## config.mk

```make
export PLATFORM = sky130hd
export DESIGN_NAME = wb_interconnect_n
export DESIGN_NICKNAME = d
export VERILOG_FILES = /design/src/rtl/wb_interconnect_n.sv
export SDC_FILE = /design/constraint.sdc
export NUM_CORES = 1
export LEC_CHECK = 0
export CORE_AREA = 2 2 137 139
export CTS_CLUSTER_DIAMETER = 30
export DETAILED_ROUTE_END_ITERATION = 8
export DIE_AREA = 0 0 139 141
export GPL_TIMING_DRIVEN = 0
export PLACE_DENSITY = 0.75
export SKIP_CTS_REPAIR_TIMING = 1
export SYNTH_ARGS = -nofsm -noshare
export SYNTH_HDL_FRONTEND = slang
export SYNTH_SLANG_ARGS = --single-unit
```

## constraint.sdc

```tcl
create_clock -name i_clk -period 2.1 [get_ports i_clk]
set_input_delay 0.525 -clock i_clk [delete_from_list [all_inputs] [get_ports i_clk]]
set_output_delay 0.525 -clock i_clk [all_outputs]
set_load 0.01 [all_outputs]
```

## src/rtl/wb_interconnect_n.sv

```systemverilog
// Single-master pipelined Wishbone interconnect: base/mask decode to NSLAVES targets,
// one outstanding transaction, bus error on unmapped address, slave error or timeout.
module wb_interconnect_n #(
   parameter int unsigned                NSLAVES    = 4,
   parameter int unsigned                AW         = 32,
   parameter int unsigned                DW         = 32,
   parameter logic [NSLAVES*AW-1:0]      SLAVE_BASE = '0,
   parameter logic [NSLAVES*AW-1:0]      SLAVE_MASK = '0,
   parameter int unsigned                TIMEOUT    = 255
) (
   input  logic                    i_clk,
   input  logic                    i_resetn,
   input  logic                    i_wb_cyc,
   input  logic                    i_wb_stb,
   input  logic                    i_wb_we,
   input  logic [AW-1:0]           i_wb_addr,
   input  logic [DW-1:0]           i_wb_data,
   input  logic [DW/8-1:0]         i_wb_sel,
   output logic                    o_wb_ack,
   output logic                    o_wb_err,
   output logic                    o_wb_stall,
   output logic [DW-1:0]           o_wb_data,
   output logic [AW-1:0]           o_wb_err_address,
   output logic [NSLAVES-1:0]      o_s_cyc,
   output logic [NSLAVES-1:0]      o_s_stb,
   output logic                    o_s_we,
   output logic [AW-1:0]           o_s_addr,
   output logic [DW-1:0]           o_s_data,
   output logic [DW/8-1:0]         o_s_sel,
   input  logic [NSLAVES-1:0]      i_s_ack,
   input  logic [NSLAVES-1:0]      i_s_err,
   input  logic [NSLAVES-1:0]      i_s_stall,
   input  logic [NSLAVES*DW-1:0]   i_s_data
);

   localparam int unsigned IW = (NSLAVES > 1) ? $clog2(NSLAVES) : 1;

   typedef enum logic [1:0] {IDLE, REQ, WAIT, RESP} state_t;

   state_t              state, state_d;
   logic [IW-1:0]       idx, idx_d;
   logic [15:0]         cnt, cnt_d;
   logic                hit;
   logic [IW-1:0]       hit_idx;
   logic [NSLAVES-1:0]  hit_onehot;
   logic                sel_ack, sel_err, sel_stall;
   logic [DW-1:0]       sel_data;
   logic [NSLAVES-1:0]  cyc_d, stb_d;
   logic                ack_d, err_d, stall_d;
   logic                load_req, load_rdata, err_from_in, err_from_req;
   logic                timed_out;

   // Lowest matching index wins: later matches are ignored once hit is set.
   always_comb begin
      hit        = 1'b0;
      hit_idx    = '0;
      hit_onehot = '0;
      for (int unsigned i = 0; i < NSLAVES; i++) begin
         if (!hit && ((i_wb_addr & SLAVE_MASK[i*AW +: AW]) == SLAVE_BASE[i*AW +: AW])) begin
            hit           = 1'b1;
            hit_idx       = IW'(i);
            hit_onehot[i] = 1'b1;
         end
      end
   end

   always_comb begin
      sel_ack   = 1'b0;
      sel_err   = 1'b0;
      sel_stall = 1'b0;
      sel_data  = '0;
      for (int unsigned i = 0; i < NSLAVES; i++) begin
         if (idx == IW'(i)) begin
            sel_ack   = i_s_ack[i];
            sel_err   = i_s_err[i];
            sel_stall = i_s_stall[i];
            sel_data  = i_s_data[i*DW +: DW];
         end
      end
   end

   assign timed_out = (cnt == 16'(TIMEOUT - 1));

   always_comb begin
      state_d      = state;
      idx_d        = idx;
      cnt_d        = cnt;
      cyc_d        = o_s_cyc;
      stb_d        = o_s_stb;
      ack_d        = 1'b0;
      err_d        = 1'b0;
      load_req     = 1'b0;
      load_rdata   = 1'b0;
      err_from_in  = 1'b0;
      err_from_req = 1'b0;
      case (state)
         IDLE: begin
            if (i_wb_cyc && i_wb_stb) begin
               load_req = 1'b1;
               if (hit) begin
                  idx_d   = hit_idx;
                  cyc_d   = hit_onehot;
                  stb_d   = hit_onehot;
                  cnt_d   = '0;
                  state_d = REQ;
               end else begin
                  err_d       = 1'b1;
                  err_from_in = 1'b1;
                  state_d     = RESP;
               end
            end
         end
         REQ, WAIT: begin
            // Priority: master abort, then slave response (err over ack), then timeout.
            if (!i_wb_cyc) begin
               cyc_d   = '0;
               stb_d   = '0;
               state_d = IDLE;
            end else if ((state == WAIT || !sel_stall) && (sel_err || sel_ack)) begin
               cyc_d   = '0;
               stb_d   = '0;
               state_d = RESP;
               if (sel_err) begin
                  err_d        = 1'b1;
                  err_from_req = 1'b1;
               end else begin
                  ack_d      = 1'b1;
                  load_rdata = 1'b1;
               end
            end else if (timed_out) begin
               cyc_d        = '0;
               stb_d        = '0;
               err_d        = 1'b1;
               err_from_req = 1'b1;
               state_d      = RESP;
            end else begin
               cnt_d = cnt + 16'd1;
               if (state == REQ && !sel_stall) begin
                  stb_d   = '0;
                  state_d = WAIT;
               end
            end
         end
         RESP:    state_d = IDLE;
         default: state_d = IDLE;
      endcase
      stall_d = (state_d != IDLE);
   end

   always_ff @(posedge i_clk) begin
      if (!i_resetn) begin
         state            <= IDLE;
         idx              <= '0;
         cnt              <= '0;
         o_s_cyc          <= '0;
         o_s_stb          <= '0;
         o_wb_ack         <= 1'b0;
         o_wb_err         <= 1'b0;
         o_wb_stall       <= 1'b0;
         o_wb_data        <= '0;
         o_wb_err_address <= '0;
         o_s_we           <= 1'b0;
         o_s_addr         <= '0;
         o_s_data         <= '0;
         o_s_sel          <= '0;
      end else begin
         state      <= state_d;
         idx        <= idx_d;
         cnt        <= cnt_d;
         o_s_cyc    <= cyc_d;
         o_s_stb    <= stb_d;
         o_wb_ack   <= ack_d;
         o_wb_err   <= err_d;
         o_wb_stall <= stall_d;
         if (load_req) begin
            o_s_we   <= i_wb_we;
            o_s_addr <= i_wb_addr;
            o_s_data <= i_wb_data;
            o_s_sel  <= i_wb_sel;
         end
         if (load_rdata) o_wb_data <= sel_data;
         if (err_from_in)       o_wb_err_address <= i_wb_addr;
         else if (err_from_req) o_wb_err_address <= o_s_addr;
      end
   end

endmodule
```

==> impl_table.tex <==
\begin{tabular}{lr}
\hline
Metric & Value \\
\hline
\multicolumn{2}{l}{\textbf{Floorplan}} \\
\quad Total Die Area & 0.0196 mm² \\
\quad IO Pins & roughly 360 \\
\quad Number of rows in the core area & 50 \\
\quad Overall die height & between 100 and 150 µm \\
\quad Starting density of the core & 0.332 \\
\quad Die outline width & between 100 and 150 µm \\
\quad Floorplan Core Area & around 0.018 mm² \\
\multicolumn{2}{l}{\textbf{Placed design}} \\
\quad Final weighted congestion in routability-driven placement & about 0.85 \\
\quad Hpwl dp & 14,200 µm \\
\quad Total placed cells including tap cells & 1,228 \\
\quad IO buf count & between 200 and 250 \\
\quad Pre-CTS setup slack & -0.961 ns \\
\multicolumn{2}{l}{\textbf{Drt}} \\
\quad DRC violation count after routing & 0 \\
\quad Remaining number of nets flagged by the antenna check after routing & 0 \\
\quad Detail-routed via count per cell & approximately 4.8 \\
\quad Post-DR wirelength/cell & 15.6 µm \\
\quad Starting DRC count in detailed routing & approximately 250 \\
\quad First-pass iteration count of the detailed router & 5 \\
\quad Post-detailed-routing wire length & 19,900 µm \\
\quad Vias & a little over 6,000 \\
\multicolumn{2}{l}{\textbf{Worst setup path}} \\
\quad Startpoint of the worst register-to-register path & state[0] \\
\quad Class of the most critical setup path & input port to register \\
\quad Highest net fanout along the worst path & 4 \\
\quad Slowest Stage Delay on Critical Path & around 0.53 ns \\
\quad Crit path from & i\_s\_ack[0] \\
\quad Required time at the worst-slack endpoint & $\sim$2.5 ns \\
\quad Worst Setup End Kind & register \\
\quad List of cells traversed by the critical path & clkdlybuf4s50\_1 -> or2\_4 -> a2111oi\_4 -> nand2\_2 -> or4b\_1 -> a31oi\_1 \\
\quad Worst setup slack for register-to-register paths & 0 ns \\
\quad Startpoint class of the critical path & input port \\
\quad Crit path max-delay cell type & sky130\_fd\_sc\_hd\_\_or4b\_1 \\
\quad Worst path bufs/invs & 1 \\
\quad Reg-to-reg critical path endpoint & cnt[10] \\
\quad Number of cells on the worst reg-to-reg path & 7 \\
\quad Worst path arrival time & around 2.5 ns \\
\quad Cell family contributing the most delay on the critical path & simple AND/OR/NAND/NOR gates \\
\multicolumn{2}{l}{\textbf{Pwr}} \\
\quad Switching part of the total & 0.253 \\
\quad Total power divided by cell area & slightly above 700 mW/mm² \\
\quad Seq pwr share & 0.454 \\
\quad Logic pwr share & 0.118 \\
\quad Worst IR Drop VDD & between 0.5 and 0.6 mV \\
\quad LEAKAGE & 3.38 nW \\
\quad Switching component of the power & 1.72 mW \\
\quad Internal Dissipation & 5.08 mW \\
\quad Clock network fraction of total power & 0.428 \\
\multicolumn{2}{l}{\textbf{Clocking}} \\
\quad Clock root buffer master & sky130\_fd\_sc\_hd\_\_clkbuf\_16 \\
\quad Cts bufs inserted & 17 \\
\quad CTS Buffer Depth & 2 \\
\quad Clock slew at the register clock pins of the worst setup and hold paths & about 0.06 ns \\
\quad TritonCTS clock tree & yes \\
\quad Clk Latency, worst-skew pair & 0.42 ns \\
\quad Count of clock tree sinks & 156 \\
\quad Deepest level of the CTS H-tree & 4 \\
\multicolumn{2}{l}{\textbf{Yosys}} \\
\quad Warnings, synthesis & 0 \\
\quad Gate count after technology mapping & 745 \\
\quad Top cells by count, synth & sky130\_fd\_sc\_hd\_\_nand2\_1, sky130\_fd\_sc\_hd\_\_dfxtp\_1, sky130\_fd\_sc\_hd\_\_a21oi\_1 \\
\quad Post-synthesis cell type with the largest combined area & sky130\_fd\_sc\_hd\_\_dfxtp\_1 \\
\quad Seq/Total Area, Yosys & 0.515 \\
\quad Combined area of all synthesized cells & approximately 0.0061 mm² \\
\quad Proportion of register bits with asynchronous set or reset after synthesis & 0 \\
\quad Netlist cell types & 50 \\
\quad Fraction of synthesized cell area taken by the top area cell type & 0.515 \\
\quad Predominant post-synthesis flop cell & sky130\_fd\_sc\_hd\_\_dfxtp\_1 \\
\quad Dominant cell by count in the synthesized netlist & sky130\_fd\_sc\_hd\_\_nand2\_1 \\
\quad Largest cells by area after synthesis & sky130\_fd\_sc\_hd\_\_dfxtp\_1, sky130\_fd\_sc\_hd\_\_nand2\_1, sky130\_fd\_sc\_hd\_\_a21oi\_1, sky130\_fd\_sc\_hd\_\_mux2i\_1, sky130\_fd\_sc\_hd\_\_clkbuf\_1 \\
\quad Mean area per synthesized cell & 8.15 µm² \\
\quad Number of enable-type register cells in the synthesized netlist & 0 \\
\quad Seq cells post-synth & between 150 and 200 \\
\multicolumn{2}{l}{\textbf{Flow run}} \\
\quad Maximum Capacitance Violations & 0 \\
\multicolumn{2}{l}{\textbf{Timing}} \\
\quad Min Tclk post-route & about 2.1 ns \\
\quad Aggregate negative setup slack & -0.0145 ns \\
\quad Worst rel slew slack & 0.620 \\
\quad Final Max Tran Viols & 0 \\
\quad Worst slew pin tran & 0.569 ns \\
\quad Setup repair after global routing missed its margin & true \\
\quad Worst Skew & $\sim$0.011 ns \\
\quad Hold Worst Slack & 0.452 ns \\
\quad Final-report setup violation count & 1 \\
\quad Setup ws final & -0.0145 ns \\
\quad Total count of hold-check failures in the final report & 0 \\
\quad Ratio of final minimum period to clock period & 1.01 \\
\quad Maximum frequency from static timing analysis & $\sim$470 MHz \\
\multicolumn{2}{l}{\textbf{Worst hold path}} \\
\quad Worst Hold Path EP & o\_wb\_data[13] \\
\quad Worst min-delay path startpoint & o\_wb\_data[13] \\
\quad Number of cells on the worst hold path & 2 \\
\quad Class of the most critical hold timing path & register to register \\
\multicolumn{2}{l}{\textbf{GRT}} \\
\quad Combined global-route utilization of all metal layers & 0.199 \\
\quad Via count of the first global-routing pass & around 6,000 \\
\quad Number of antenna violations at the first check in global routing & 0 \\
\quad Remaining Overflow, GRT & 0 \\
\quad Maximum number of pins on one net before global-route repair & 17 \\
\quad Global-route wire length before repair & roughly 31,000 µm \\
\multicolumn{2}{l}{\textbf{Outcome}} \\
\quad Violations in the final reports & setup timing \\
\quad Status & complete, but fails checks \\
\multicolumn{2}{l}{\textbf{Cells and area}} \\
\quad Final instance count without filler cells & 1,276 \\
\quad \# nets final & 1,248 \\
\quad Synthesis-to-finish area growth & 59.1\% \\
\quad Layout cells sized above 1 & 0.103 \\
\quad \# diodes & 0 \\
\hline
\end{tabular}
## kinds of logic (layout without fill, tap and decap cells)
kind of cell | count (synthesis) | after routing | synth area share
buffers and inverters | 62 | 354 | 0.0476
DFF | 156 | 156 | 0.515
AOI/OAI and AO/OA | 147 | 147 | 0.141
and+or+nand+nor | 341 | 341 | 0.231
other | 1 | 6 | 0.000618
adders and majority gates | 6 | 6 | 0.0124
muxes | 32 | 32 | 0.0528
## flip-flops by register name (all words and copies together) (netlist names)
signal            flops
cnt                  16
o_s_addr             32
o_s_cyc               1
o_s_data             32
o_s_sel               4
o_s_stb               1
o_s_we                1
o_wb_ack              1
o_wb_data            32
o_wb_err              1
o_wb_err_address     32
o_wb_stall            1
state                 2
## placed cells by master (no fill, tap or decap), drive strengths merged, types with 2 or more instances in the layout
cell type and instances:
ha 6, clkinv 5, a41oi 2, a2111oi 2, nand4 4, clkbuf 59
o21ai 12, a31oi 6, a211oi 3, nor2 11, conb 6, a21oi 108
buf 32, and3 3, dlymetal6s2s 3, or3 2, nand2b 3, and4 2
or2 3, clkinvlp 2, inv 12, dfxtp 156, mux2i 32, nand3 7
o221a 5, clkdlybuf4s50 241, nand2 291, a21o 2, nor3 6
## power by group through the flow
stage	Combinational, mW	Sequential, mW	Clock (mW)
finish	0.805	3.09	2.91
global route	0.875	3.10	3.10
CTS	0.773	3.09	2.97
detailed placement	0.768	3.16	0
global placement	0.763	3.15	0
floorplan	0.272	3.19	0
## through the flow
step                power, mW  instance area [µm²]   util
detailed placement       3.93                 8820  0.483
global placement         3.92                 8820  0.483
finish                   6.81                 9660  0.529
global route             7.08                 9660  0.529
CTS                      6.84                 9380  0.513
floorplan                3.46                 6090      -
## area by class of cell
class	count	area, µm²
Clock inverter	11	82.6
Clock buffer	21	470
Sequential cell	156	3130
Tap cell	234	293
Timing Repair Buffer	262	2600
Fill cell	1691	8610
Buffer	52	259
Inverter	8	32.5
Multi-Input combinational cell	532	2790
## worst reg2reg max path: stages (launching register included)
cell                        delay, ns
sky130_fd_sc_hd__dfxtp_4         0.37
sky130_fd_sc_hd__inv_4           0.05
sky130_fd_sc_hd__ha_4            0.14
sky130_fd_sc_hd__or2b_4          0.28
sky130_fd_sc_hd__a2111oi_4       0.35
sky130_fd_sc_hd__nand2_2         0.14
sky130_fd_sc_hd__or4b_1          0.53
sky130_fd_sc_hd__a31oi_1         0.17
## worst max path at each step
stage | endpoint | depth (start not counted) | slack [ns]
4_1_cts | o_s_addr[24] | 9 | -0.63
6_report | cnt[10] | 6 | -0.01
3_3_place_gp | o_s_addr[24] | 7 | -0.93
2_1_floorplan | cnt[10] | 7 | -0.03
3_5_place_dp | o_s_addr[24] | 7 | -0.96
5_1_grt | cnt[10] | 9 | -0.07
## layer usage
layer  track usage  wire, µm
met1         0.241      8510
met2         0.316      8950
met3        0.0907      1990
met4        0.0643       400
met5             0         0
Power figures use the tool's default switching activity.
